$ cat src/rtl/general_csr_init_master_pkg.sv
// Shared types for the general CSR bring-up master: register map, status bits,
// error codes and FSM encoding.
package general_csr_pkg;

  localparam logic [4:0] ADDR_SCRATCH = 5'h00;
  localparam logic [4:0] ADDR_STATUS  = 5'h04;

  localparam int RX_INIT = 21;
  localparam int TX_INIT = 22;

  typedef enum logic [1:0] {
    ERR_NONE    = 2'd0,
    ERR_SCRATCH = 2'd1,
    ERR_INIT_TO = 2'd2,
    ERR_RSP_TO  = 2'd3
  } err_e;

  typedef enum logic [2:0] {
    S_IDLE,
    S_WR_SCR,
    S_RD_SCR,
    S_WAIT_SCR,
    S_RD_STS,
    S_WAIT_STS,
    S_GAP,
    S_DONE
  } state_e;

endpackage

$ cat src/rtl/general_csr_init_master_if.sv
// Avalon-MM host-side bus between the bring-up master and the general CSR slave.
interface general_csr_init_master_if;
  logic [4:0]  address;
  logic        write;
  logic        read;
  logic [31:0] writedata;
  logic [3:0]  byteenable;
  logic        waitrequest;
  logic [31:0] readdata;
  logic        readdatavalid;

  modport master (
    output address, write, read, writedata, byteenable,
    input  waitrequest, readdata, readdatavalid
  );

  modport slave (
    input  address, write, read, writedata, byteenable,
    output waitrequest, readdata, readdatavalid
  );
endinterface

$ cat src/rtl/general_csr_init_master.sv
// Post-reset bring-up of the general CSR slave: scratch write/readback, then
// status polling until RX/TX init-done, with init and response timeouts.
module general_csr_init_master
  import general_csr_pkg::*;
#(
  parameter logic [4:0]  SCRATCH_ADDR    = ADDR_SCRATCH,
  parameter logic [4:0]  STATUS_ADDR     = ADDR_STATUS,
  parameter logic [31:0] SCRATCH_PATTERN = 32'hA5A5_5A5A,
  parameter int          POLL_GAP        = 16,
  parameter int          INIT_TIMEOUT    = 1_000_000,
  parameter int          RSP_TIMEOUT     = 64
) (
  input  logic        clk,
  input  logic        reset_n,
  input  logic        start,
  output logic        busy,
  output logic        done,
  output logic        pass,
  output logic [1:0]  err_code,
  output logic [31:0] status_word,
  general_csr_init_master_if.master bus
);

  localparam int IW = $clog2(INIT_TIMEOUT + 1);
  localparam int RW = $clog2(RSP_TIMEOUT + 1);
  localparam int GW = $clog2(POLL_GAP + 1);

  localparam logic [IW-1:0] INIT_MAX = IW'(INIT_TIMEOUT);
  localparam logic [RW-1:0] RSP_MAX  = RW'(RSP_TIMEOUT);
  localparam logic [RW-1:0] RSP_LAST = RW'(RSP_TIMEOUT - 1);
  localparam logic [GW-1:0] GAP_LAST = GW'(POLL_GAP - 1);

  state_e        state_q;
  logic          rd_q, wr_q, busy_q, done_q, pass_q;
  logic [4:0]    addr_q;
  logic [31:0]   wdata_q, sts_q;
  err_e          err_q;
  logic [IW-1:0] init_q, init_d;
  logic [RW-1:0] rsp_q, rsp_d;
  logic [GW-1:0] gap_q;
  logic          init_ok;

  assign init_ok = bus.readdata[TX_INIT] & bus.readdata[RX_INIT];

  // Both timers saturate so a long stall can never wrap them back under the limit.
  always_comb begin
    init_d = init_q;
    if ((state_q == S_RD_STS || state_q == S_WAIT_STS || state_q == S_GAP) &&
        init_q != INIT_MAX)
      init_d = init_q + 1'b1;
    rsp_d = rsp_q;
    if ((state_q == S_WAIT_SCR || state_q == S_WAIT_STS) && rsp_q != RSP_MAX)
      rsp_d = rsp_q + 1'b1;
  end

  always_ff @(posedge clk) begin
    if (!reset_n) begin
      state_q <= S_IDLE;
      rd_q    <= 1'b0;
      wr_q    <= 1'b0;
      addr_q  <= '0;
      wdata_q <= '0;
      busy_q  <= 1'b0;
      done_q  <= 1'b0;
      pass_q  <= 1'b0;
      err_q   <= ERR_NONE;
      sts_q   <= '0;
      init_q  <= '0;
      rsp_q   <= '0;
      gap_q   <= '0;
    end else begin
      init_q <= init_d;
      rsp_q  <= rsp_d;
      case (state_q)
        S_IDLE, S_DONE: begin
          if (start) begin
            state_q <= S_WR_SCR;
            wr_q    <= 1'b1;
            addr_q  <= SCRATCH_ADDR;
            wdata_q <= SCRATCH_PATTERN;
            busy_q  <= 1'b1;
            done_q  <= 1'b0;
            pass_q  <= 1'b0;
            err_q   <= ERR_NONE;
          end
        end
        S_WR_SCR: begin
          if (!bus.waitrequest) begin
            state_q <= S_RD_SCR;
            wr_q    <= 1'b0;
            rd_q    <= 1'b1;
          end
        end
        S_RD_SCR, S_RD_STS: begin
          if (!bus.waitrequest) begin
            state_q <= (state_q == S_RD_SCR) ? S_WAIT_SCR : S_WAIT_STS;
            rd_q    <= 1'b0;
            rsp_q   <= '0;
          end
        end
        S_WAIT_SCR: begin
          if (bus.readdatavalid) begin
            if (bus.readdata == SCRATCH_PATTERN) begin
              state_q <= S_RD_STS;
              rd_q    <= 1'b1;
              addr_q  <= STATUS_ADDR;
              init_q  <= '0;
            end else begin
              state_q <= S_DONE;
              busy_q  <= 1'b0;
              done_q  <= 1'b1;
              err_q   <= ERR_SCRATCH;
            end
          end else if (rsp_q >= RSP_LAST) begin
            state_q <= S_DONE;
            busy_q  <= 1'b0;
            done_q  <= 1'b1;
            err_q   <= ERR_RSP_TO;
          end
        end
        S_WAIT_STS: begin
          // Data arriving on the expiry cycle takes priority over the response timeout.
          if (bus.readdatavalid) begin
            sts_q <= bus.readdata;
            if (init_ok) begin
              state_q <= S_DONE;
              busy_q  <= 1'b0;
              done_q  <= 1'b1;
              pass_q  <= 1'b1;
            end else if (init_q >= INIT_MAX) begin
              state_q <= S_DONE;
              busy_q  <= 1'b0;
              done_q  <= 1'b1;
              err_q   <= ERR_INIT_TO;
            end else begin
              state_q <= S_GAP;
              gap_q   <= '0;
            end
          end else if (rsp_q >= RSP_LAST) begin
            state_q <= S_DONE;
            busy_q  <= 1'b0;
            done_q  <= 1'b1;
            err_q   <= ERR_RSP_TO;
          end
        end
        S_GAP: begin
          if (gap_q == GAP_LAST) begin
            state_q <= S_RD_STS;
            rd_q    <= 1'b1;
          end else begin
            gap_q <= gap_q + 1'b1;
          end
        end
        default: state_q <= S_IDLE;
      endcase
    end
  end

  assign busy            = busy_q;
  assign done            = done_q;
  assign pass            = pass_q;
  assign err_code        = err_q;
  assign status_word     = sts_q;
  assign bus.address     = addr_q;
  assign bus.write       = wr_q;
  assign bus.read        = rd_q;
  assign bus.writedata   = wdata_q;
  assign bus.byteenable  = 4'hF;

endmodule

$ cat src/flat_wrapper.sv
// flat-port wrapper written by rule: the top's interface ports become plain ports
module general_csr_init_master_flat import general_csr_pkg::*;
#(
  parameter logic [4:0]  SCRATCH_ADDR    = ADDR_SCRATCH,
  parameter logic [4:0]  STATUS_ADDR     = ADDR_STATUS,
  parameter logic [31:0] SCRATCH_PATTERN = 32'hA5A5_5A5A,
  parameter int          POLL_GAP        = 16,
  parameter int          INIT_TIMEOUT    = 1_000_000,
  parameter int          RSP_TIMEOUT     = 64
)
  (clk, reset_n, start, busy, done, pass, err_code, status_word, bus_address, bus_write, bus_read, bus_writedata, bus_byteenable, bus_waitrequest, bus_readdata, bus_readdatavalid);
  general_csr_init_master_if bus_i ();
  input  logic clk;
  input  logic reset_n;
  input  logic start;
  output logic busy;
  output logic done;
  output logic pass;
  output logic [1:0] err_code;
  output logic [31:0] status_word;
  output wire logic [$bits(bus_i.address)-1:0] bus_address;
  output wire logic [$bits(bus_i.write)-1:0] bus_write;
  output wire logic [$bits(bus_i.read)-1:0] bus_read;
  output wire logic [$bits(bus_i.writedata)-1:0] bus_writedata;
  output wire logic [$bits(bus_i.byteenable)-1:0] bus_byteenable;
  input wire logic [$bits(bus_i.waitrequest)-1:0] bus_waitrequest;
  input wire logic [$bits(bus_i.readdata)-1:0] bus_readdata;
  input wire logic [$bits(bus_i.readdatavalid)-1:0] bus_readdatavalid;
  assign bus_address = bus_i.address;
  assign bus_write = bus_i.write;
  assign bus_read = bus_i.read;
  assign bus_writedata = bus_i.writedata;
  assign bus_byteenable = bus_i.byteenable;
  assign bus_i.waitrequest = bus_waitrequest;
  assign bus_i.readdata = bus_readdata;
  assign bus_i.readdatavalid = bus_readdatavalid;
  general_csr_init_master #(.SCRATCH_ADDR(SCRATCH_ADDR), .STATUS_ADDR(STATUS_ADDR), .SCRATCH_PATTERN(SCRATCH_PATTERN), .POLL_GAP(POLL_GAP), .INIT_TIMEOUT(INIT_TIMEOUT), .RSP_TIMEOUT(RSP_TIMEOUT)) u_core (.clk(clk), .reset_n(reset_n), .start(start), .busy(busy), .done(done), .pass(pass), .err_code(err_code), .status_word(status_word), .bus(bus_i));
endmodule
$ cat config.mk
export PLATFORM = sky130hd
export DESIGN_NAME = general_csr_init_master_flat
export DESIGN_NICKNAME = d
export VERILOG_FILES = /design/src/rtl/general_csr_init_master_pkg.sv /design/src/rtl/general_csr_init_master_if.sv /design/src/rtl/general_csr_init_master.sv /design/src/flat_wrapper.sv
export SDC_FILE = /design/constraint.sdc
export NUM_CORES = 1
export LEC_CHECK = 0
export BUFFER_PORTS_ARGS = -buffer_cell sky130_fd_sc_hd__buf_2
export CAP_MARGIN = 20
export CORE_MARGIN = 3
export CORE_UTILIZATION = 55
export DETAILED_ROUTE_END_ITERATION = 10
export GPL_ROUTABILITY_DRIVEN = 0
export PLACE_DENSITY = 0.94
export RECOVER_POWER = 25
export SKIP_CTS_REPAIR_TIMING = 1
export SLEW_MARGIN = 5
export SYNTH_ARGS = -nofsm -noshare
export SYNTH_HDL_FRONTEND = slang
export SYNTH_SLANG_ARGS = --single-unit
$ cat constraint.sdc
create_clock -name clk -period 2.9 [get_ports clk]
set_clock_uncertainty 0.05 [all_clocks]
set_input_delay 0.58 -clock clk [delete_from_list [all_inputs] [get_ports clk]]
set_output_delay 0.58 -clock clk [all_outputs]
set_load 0.01 [all_outputs]
==> metrics, run 1 <==
period utilization=79.29%; commonest non-fill, non-tap cell in the layout=nand2_1; fmax=434.9 MHz; top cells by area, synth=dfxtp_1, nand2_1, buf_4; vias=3720; FF-to-FF End=u_core.busy; initial drt markers=358; worst-margin pin slew=0.7278 ns; cell family with most CP delay=flip-flops; Worst Setup Start Kind=flop; Max Cap Violations=0; Synth Warn #=0; clk slew on worst S/H paths=0.08 ns; Crit Path Class=reg2reg; Die Y-Extent=91.03 um; CP arrival=2.55 ns; Avg Cell Area, Syn=8.098 um^2; Gate Count Post-Synth=491; Worst path max stage delay=0.73 ns; area delta synth->final=11.11%; clk buf depth=2; CTS Buf Count=9; initial antenna violation count=1; IO Count=117; sequential element share of the synthesized area=38.26%; nets=601; commonest non-fill, non-tap cells in the layout=nand2_1, dfxtp_1, buf_2, nor2_1, a21oi_1; drt drc=0; TritonRoute pass-1 iters=7; WHS=0.4124 ns; largest net degree at the start of global routing=35; Slew HR=51.41%; worst vdd ir=0.2126 mV; clk sinks=76; Worst EP required=3.15 ns; WHS Endpoint=u_core.status_word[5]; CP Max Fanout=34; total gr overflow=0; # setup viols final=0; dpl hpwl=7164 um; RSZ-0062 raised after global routing=false; Slew Limit Fails=0; P per Cell Area=477.3 nW/um^2; Worst R2R Setup Slack=0.60 ns; Setup TNS Final=0 ns; Seq cells post-synth=76; FP Rows=30; reg2reg start=u_core.state_q[2]; Synth cell types=61; Cell Area, Placed=4267 um^2; reg2reg path depth=6; CTS tree=yes; drt total wl=9914 um; layout cell share with drive strength beyond 1=17.62%; share of the synthesized area in the top cell type=38.26%; number of synthesized flops with an enable pin=0; critical-path cell list=inv_1 > nor2_1 > nand2_1 > buf_4 > o211ai_1 > a31o_2; Primary FF master, synth=dfxtp_1; root buf cell=clkbuf_8; Fin. Hold Viols=0; Leakage=1.726 nW; post-layout instance area=4418 um^2; gr usage total=23.34%; crit end category=flop; IO buf count=92; die width=91.03 um; H-Tree Level Count=3; Hold Crit Class=in2reg; Yosys top cell by area=dfxtp_1; Initial Utilization=57.57%; Pwr Total=0.002109 W; min cycle time layout=2.299 ns; Vias/cell=5.645; Post-DRT Antenna Nets=0; WL/cell=15.04 um; vias in the first global route=3319; cell area after synthesis=3976 um^2; clock latency on the worst-skew pair=0.36 ns; global-route wire length before repair=15860 um; Hold Crit Start=bus_readdata[5]; WP buf/inv=2; Post-synth ARST share=0%; core area=6907 um^2; status=finished, final reports clean; DIE AREA=8286 um^2; Slowest cell on crit path=dfxtp_1; hold path cells=3
==> flip-flops by register name, summed over array words and instances, names as in the netlist <==
name / count
u_core.bus.address: 1
u_core.bus.read: 1
u_core.bus.write: 1
u_core.bus.writedata: 1
u_core.busy: 1
u_core.done: 1
u_core.err_code: 2
u_core.gap_q: 5
u_core.init_q: 20
u_core.pass: 1
u_core.rsp_q: 7
u_core.state_q: 3
u_core.status_word: 32
==> area by class of cell <==
| type | instances | area (um^2) |
|---|---|---|
| multi-input combinational | 362 | 2086 |
| antenna | 1 | 2.502 |
| fill | 549 | 2489 |
| timing repair buffer | 96 | 449.2 |
| clock inverter | 6 | 66.31 |
| inverter | 13 | 48.80 |
| tap | 96 | 120.1 |
| sequential | 76 | 1521 |
| clock buffer | 9 | 123.9 |
==> worst max-delay path by stage <==
stage                     depth (start not counted)                end              start
after floorplan                                   7  u_core.state_q[0]  bus_readdatavalid
after global placement                            8  u_core.init_q[17]   bus_readdata[20]
after detailed placement                          8   u_core.init_q[0]   bus_readdata[20]
after CTS                                         6        u_core.busy  u_core.state_q[2]
after global routing                              6        u_core.busy  u_core.state_q[2]
final                                             6        u_core.busy  u_core.state_q[2]
==> Yosys cell counts (4+ instances only) <==
cell	instances
a21oi_1	49
and3_1	8
buf_2	10
buf_4	42
clkbuf_1	10
dfxtp_1	76
ha_1	6
inv_1	12
nand2_1	88
nand3_1	17
nand4_1	8
nor2_1	54
nor3_1	5
o21ai_0	11
o31ai_1	4
xnor2_1	17
xor2_1	9
==> stage by stage <==
step                instances  utilization, %  setup slack [ns]
CTS                       658           64.53            0.6744
global route              659           63.97            0.4735
global placement          643           61.78            0.6655
detailed placement        643           61.78            0.5832
finish                    659           63.97            0.6006
floorplan                 513               -            0.9340
==> kinds of logic (layout without fill, tap and decap cells) <==
family | count (synthesis) | in the layout | share of synthesized area (%)
AND/OR/NAND/NOR | 214 | 214 | 27.28
AO/OA/AOI/OAI | 86 | 86 | 13.72
flip-flops | 76 | 76 | 38.26
buffers and inverters | 75 | 124 | 11.36
XOR/XNOR | 26 | 26 | 5.727
adder cells (fa/ha/maj) | 7 | 7 | 2.140
multiplexers | 5 | 5 | 1.322
other | 2 | 25 | 0.1889
==> metal layers <==
layer | global-route usage (%) | wire length [um] | vias up
met2 | 40.22 | 4931 | 212
met4 | 13.07 | 351 | 0
met3 | 5.634 | 827 | 41
met5 | 0 | 0 | -
met1 | 26.27 | 3804 | 1728
li1 | - | - | 1739
==> power by group <==
group	switching [W]	leakage (nW)	internal [W]
Clock	0.000396	0.0873	0.000392
Combinational	0.000143	1.02	0.0000875
Sequential	0.0000316	0.614	0.00106
Total	0.000571	1.73	0.00154
==> worst register-to-register path, stage by stage, from the launching register on <==
cell and delay (ns):
dfxtp_1 0.73, inv_1 0.25, nor2_1 0.25, nand2_1 0.11, buf_4 0.25, o211ai_1 0.38
a31o_2 0.22
Note: power is estimated with default switching activity, not from simulation.
==> run 2: changes to the inputs <==
--- a/config.mk
+++ b/config.mk
@@ -8,10 +8,10 @@
 export BUFFER_PORTS_ARGS = -buffer_cell sky130_fd_sc_hd__buf_2
 export CAP_MARGIN = 20
 export CORE_MARGIN = 3
-export CORE_UTILIZATION = 55
+export CORE_UTILIZATION = 47
 export DETAILED_ROUTE_END_ITERATION = 10
 export GPL_ROUTABILITY_DRIVEN = 0
-export PLACE_DENSITY = 0.94
+export PLACE_DENSITY = 0.87
 export RECOVER_POWER = 25
 export SKIP_CTS_REPAIR_TIMING = 1
 export SLEW_MARGIN = 5
==> constraint.sdc (replaced) <==
create_clock -name clk -period 1.9 [get_ports clk]
set_clock_uncertainty 0.05 [all_clocks]
set_input_delay 0.38 -clock clk [delete_from_list [all_inputs] [get_ports clk]]
set_output_delay 0.38 -clock clk [all_outputs]
set_load 0.01 [all_outputs]
==> run 2 against run 1 <==
- sequential power rose by 50%
- combinational power is 80% higher
- via count down 1.3%
- critical path type unchanged
- largest power group unchanged
==> metrics, run 2 (same netlist as run 1, synthesis figures left out) <==
WL/cell=14.12 um; period utilization=98.67%; global-route wire length before repair=15320 um; setup slack at placement=-0.1992 ns; ANT cells=0; clock latency on the worst-skew pair=0.35 ns; min cycle time layout=1.875 ns; commonest non-fill, non-tap cells in the layout=nand2_1, dfxtp_1, buf_2, nor2_1, a21oi_1; initial drt markers=263; CP arrival=2.08 ns; Crit Path Class=reg2reg; Worst Setup Start Kind=flop; gr usage total=19.47%; initial antenna violation count=0; FP Rows=32; Worst EP required=2.10 ns; CTS Buf Count=9; max reg flops=32; FF-to-FF End=u_core.state_q[0]; CP Max Fanout=4; clk slew on worst S/H paths=0.09 ns; core area=7968 um^2; post-layout instance area=4795 um^2; hold path cells=3; drt total wl=9841 um; Worst R2R Setup Slack=0.03 ns; Initial Utilization=49.91%; worst vdd ir=0.4102 mV; root buf cell=clkbuf_8; Vias/cell=5.265; Fin. Hold Viols=0; reg2reg start=u_core.gap_q[0]; DIE AREA=9600 um^2; Hold Crit Start=bus_readdata[6]; Max Cap Violations=0; total gr overflow=0; IO buf count=92; dpl hpwl=7207 um; P per Cell Area=714.0 nW/um^2; Slew Limit Fails=0; largest net degree at the start of global routing=33; nets=633; reg2reg path depth=8; Post-DRT Antenna Nets=0; layout cell share with drive strength beyond 1=25.55%; H-Tree Level Count=3; Leakage=1.930 nW; Hold Crit Class=in2reg; TritonRoute pass-1 iters=6; drt drc=0; CTS tree=yes; Die Y-Extent=97.98 um; vias in the first global route=3371; area delta synth->final=20.58%; commonest non-fill, non-tap cell in the layout=nand2_1; IO Count=117; clk buf depth=2; final core utilization=60.18%; WHS Endpoint=u_core.status_word[6]; fmax=533.4 MHz; # setup viols final=0; Cell Area, Placed=4519 um^2; WHS=0.2130 ns; crit end category=flop; status=finished, final reports clean; vias=3670; fin worst setup slack=0.02531 ns; die width=97.98 um; clk sinks=76
==> run 2: changes by cell type in the layout (fill, tap and decap cells not counted), sizes merged <==
| cell | previous run | this run |
|---|---|---|
| buf | 63 | 97 |
| bufinv | 1 | 2 |
| clkbuf | 42 | 40 |
| clkinv | 2 | 4 |
| clkinvlp | 3 | 0 |
| diode | 1 | 0 |
| inv | 13 | 14 |
==> run 2: area by class of cell <==
| type | count | area (um^2) |
|---|---|---|
| Tap cell | 102 | 127.6 |
| Sequential cell | 76 | 1526 |
| Fill cell | 674 | 3173 |
| Inverter | 13 | 48.80 |
| Multi-Input combinational cell | 362 | 2163 |
| Clock buffer | 9 | 123.9 |
| Clock inverter | 7 | 100.1 |
| Timing Repair Buffer | 128 | 704.4 |
==> run 2: worst max path at each step <==
stage / startpoint / end / slack [ns] / cells past startpoint
floorplan: u_core.init_q[0] / u_core.err_code[1] / 0.06 / 8
global placement: bus_readdata[25] / u_core.init_q[1] / -0.16 / 8
detailed placement: bus_readdata[25] / u_core.init_q[2] / -0.20 / 8
CTS: u_core.init_q[0] / u_core.err_code[1] / -0.06 / 8
global route: u_core.gap_q[0] / u_core.state_q[0] / -0.03 / 8
finish: u_core.gap_q[0] / u_core.state_q[0] / 0.03 / 8
==> run 2: worst max-delay path, stage by stage, from the launching register on <==
cell     delay [ns]
dfxtp_2        0.36
ha_2           0.19
and3_1         0.20
ha_4           0.18
nand2_1        0.06
mux2i_1        0.18
a21oi_1        0.12
o221a_1        0.24
a31o_1         0.18
==> run 2: stage by stage <==
step                instances  power, W  setup TNS (ns)
floorplan                 513  0.001984               0
global placement          680  0.002056          -3.658
detailed placement        680  0.002072          -4.705
CTS                       696  0.003429         -0.3321
global route              697  0.003565        -0.02883
finish                    697  0.003423               0
==> run 2: per-layer routing <==
metal | wire, um | vias up | share of wire, % | global-route usage, %
li1 | - | 1798 | - | -
met1 | 3962 | 1687 | 40 | 22.91
met2 | 4869 | 159 | 49 | 33.14
met3 | 717 | 26 | 7.3 | 4.714
met4 | 291 | 0 | 3.0 | 9.372
met5 | 0 | - | 0 | 0
==> run 2: report_power, final <==
part | switching (W) | internal [W] | total, W
clock | 0.000621 | 0.000748 | 0.00137
combinational | 0.000251 | 0.000163 | 0.000415
sequential | 0.0000238 | 0.00162 | 0.00164
==> run 3: changes to the inputs <==
--- a/config.mk
+++ b/config.mk
@@ -5,13 +5,14 @@
 export SDC_FILE = /design/constraint.sdc
 export NUM_CORES = 1
 export LEC_CHECK = 0
+export ABC_AREA = 1
 export BUFFER_PORTS_ARGS = -buffer_cell sky130_fd_sc_hd__buf_2
 export CAP_MARGIN = 20
 export CORE_MARGIN = 3
 export CORE_UTILIZATION = 47
 export DETAILED_ROUTE_END_ITERATION = 10
 export GPL_ROUTABILITY_DRIVEN = 0
-export PLACE_DENSITY = 0.87
+export PLACE_DENSITY = 0.86
 export RECOVER_POWER = 25
 export SKIP_CTS_REPAIR_TIMING = 1
 export SLEW_MARGIN = 5
==> run 3 against run 2 <==
- setup slack improved by 0.057 ns
- maximum frequency increased by 3.1%
- hold slack better by 0.00078 ns
- clock-buffer cell count rose by 2
- first-iteration DRC count decreased by 0.38%
- global-route usage up 0.92 points
==> metrics, run 3 <==
dpl hpwl=7624 um; global-route wire length before repair=16910 um; Slew HR=65.12%; DR WL met2=4837 um; Leakage=2.102 nW; Synth cell types=35; CP arrival=2.02 ns; TritonRoute pass-1 iters=5; Gate Count Post-Synth=615; Crit Path Class=reg2reg; share of the synthesized area in the top cell type=36.64%; Synth Warn #=0; H-Tree Level Count=3; reg2reg path depth=10; Cell Area, Placed=4533 um^2; drt drc=0; top sig layer=met4; area delta synth->final=13.89%; commonest non-fill, non-tap cells in the layout=nand2_1, nor2_1, dfxtp_1, buf_2, inv_1; number of synthesized flops with an enable pin=0; Primary FF master, synth=dfxtp_1; P per Cell Area=826.5 nW/um^2; WL/cell=12.76 um; WHS=0.2138 ns; Worst EP required=2.10 ns; fmax=550.2 MHz; sequential element share of the synthesized area=36.64%; die width=100.0 um; ANT cells=0; worst-margin pin slew=0.5226 ns; status=finished, final reports clean; total gr overflow=0; initial drt markers=262; cell area after synthesis=4153 um^2; Seq cells post-synth=76; Hold Crit Class=in2reg; Fin. Hold Viols=0; CTS Buf Count=9; initial antenna violation count=0; RSZ-0062 raised after global routing=true; top cells by area, synth=dfxtp_1, nand2_1, nor2_1; Max Cap Violations=0; DIE AREA=9999 um^2; Post-DRT Antenna Nets=0; Critical Path End=u_core.gap_q[3]; count leader, synth=nand2_1; clk buf depth=2; Post-synth ARST share=0%; post-layout instance area=4730 um^2; Vias/cell=5.141; IO buf count=92; worst vdd ir=0.6877 mV; vias=4144; clk slew on worst S/H paths=0.08 ns; CTS tree=yes; met3 wire len=1005 um; Worst R2R Setup Slack=0.08 ns; Avg Cell Area, Syn=6.752 um^2; nets=740; drt total wl=10280 um; crit end category=flop; Slew Limit Fails=0; commonest non-fill, non-tap cell in the layout=nand2_1; CP Max Fanout=5; layout cell share with drive strength beyond 1=17.83%; FP Rows=33; IO Count=117; fin worst setup slack=0.08244 ns; core area=8382 um^2; FF-to-FF End=u_core.gap_q[3]; clk sinks=76; Initial Utilization=49.54%; post-route met1 wirelength=4141 um; root buf cell=clkbuf_8; gr usage total=20.39%; max reg flops=32; largest net degree at the start of global routing=49; min cycle time layout=1.818 ns; Worst Setup Start Kind=flop; period utilization=95.66%; Yosys top cell by area=dfxtp_1; clock latency on the worst-skew pair=0.35 ns; vias in the first global route=3960; setup slack at placement=0.02259 ns; origin of the worst setup path=u_core.gap_q[1]; reg2reg start=u_core.gap_q[1]; Die Y-Extent=100.0 um; # setup viols final=0; top cells by count, synth=nand2_1, nor2_1, dfxtp_1, inv_1, o21ai_0
==> run 3: how the worst min path moves through the flow <==
stage | start | endpoint | slack [ns] | cells after the start
after floorplan | u_core.init_q[7] | u_core.init_q[7] | 0.42 | 2
after global placement | u_core.done | u_core.done | 0.39 | 2
after detailed placement | u_core.bus.address[2] | u_core.bus.address[2] | 0.40 | 2
after CTS | bus_readdata[3] | u_core.status_word[3] | 0.21 | 3
after global routing | bus_readdata[1] | u_core.status_word[1] | 0.21 | 3
final | bus_readdata[3] | u_core.status_word[3] | 0.21 | 3
==> run 3: cell families after synthesis <==
logic type,count (synthesis),synth area share [%]
adders and majority gates,6,1.808
other,2,0.1808
AOI/OAI and AO/OA,100,12.68
buffers and inverters,119,14.79
DFF,76,36.64
xor gates and xnor gates,16,3.374
and+or+nand+nor,296,30.52
==> run 3: metrics by stage <==
| stage | total power (W) | cells | setup TNS [ns] | utilization, % |
|---|---|---|---|---|
| final | 0.003909 | 806 | 0 | 56.43 |
| after CTS | 0.003909 | 803 | -0.01856 | 56.19 |
| after global routing | 0.004121 | 806 | -0.06474 | 56.43 |
| after global placement | 0.002759 | 788 | 0 | 54.08 |
| after detailed placement | 0.002797 | 788 | 0 | 54.08 |
| after floorplan | 0.002621 | 637 | 0 | - |
==> run 3: per-layer routing <==
metal,track usage (%),vias to the layer above
met5,0,-
met4,8.808,0
met3,6.602,36
met2,34.68,200
met1,23.49,1851
li1,-,2057
==> run 3: layout make-up <==
class	instances	area, um^2
Inverter	64	242.7
Clock inverter	4	25.02
Fill cell	788	3652
Timing Repair Buffer	104	523.0
Sequential cell	76	1524
Multi-Input combinational cell	442	2132
Clock buffer	11	151.4
Tap cell	105	131.4
==> run 3: critical path, stage by stage (launching register included) <==
cell and delay (ns):
dfxtp_2 0.34, ha_4 0.17, inv_2 0.07, nor3_2 0.04, ha_2 0.16, nand3b_1 0.22, a21oi_2 0.18, nand2_2 0.11
nor2_2 0.13, xor2_1 0.17, nor2_1 0.07
==> run 3: where the power goes <==
part	leakage [nW]	switching, W	internal (W)
sequential	0.615	0.000106	0.00168
clock	0.0872	0.000599	0.000534
combinational	1.40	0.000652	0.000338
total	2.10	0.00136	0.00255
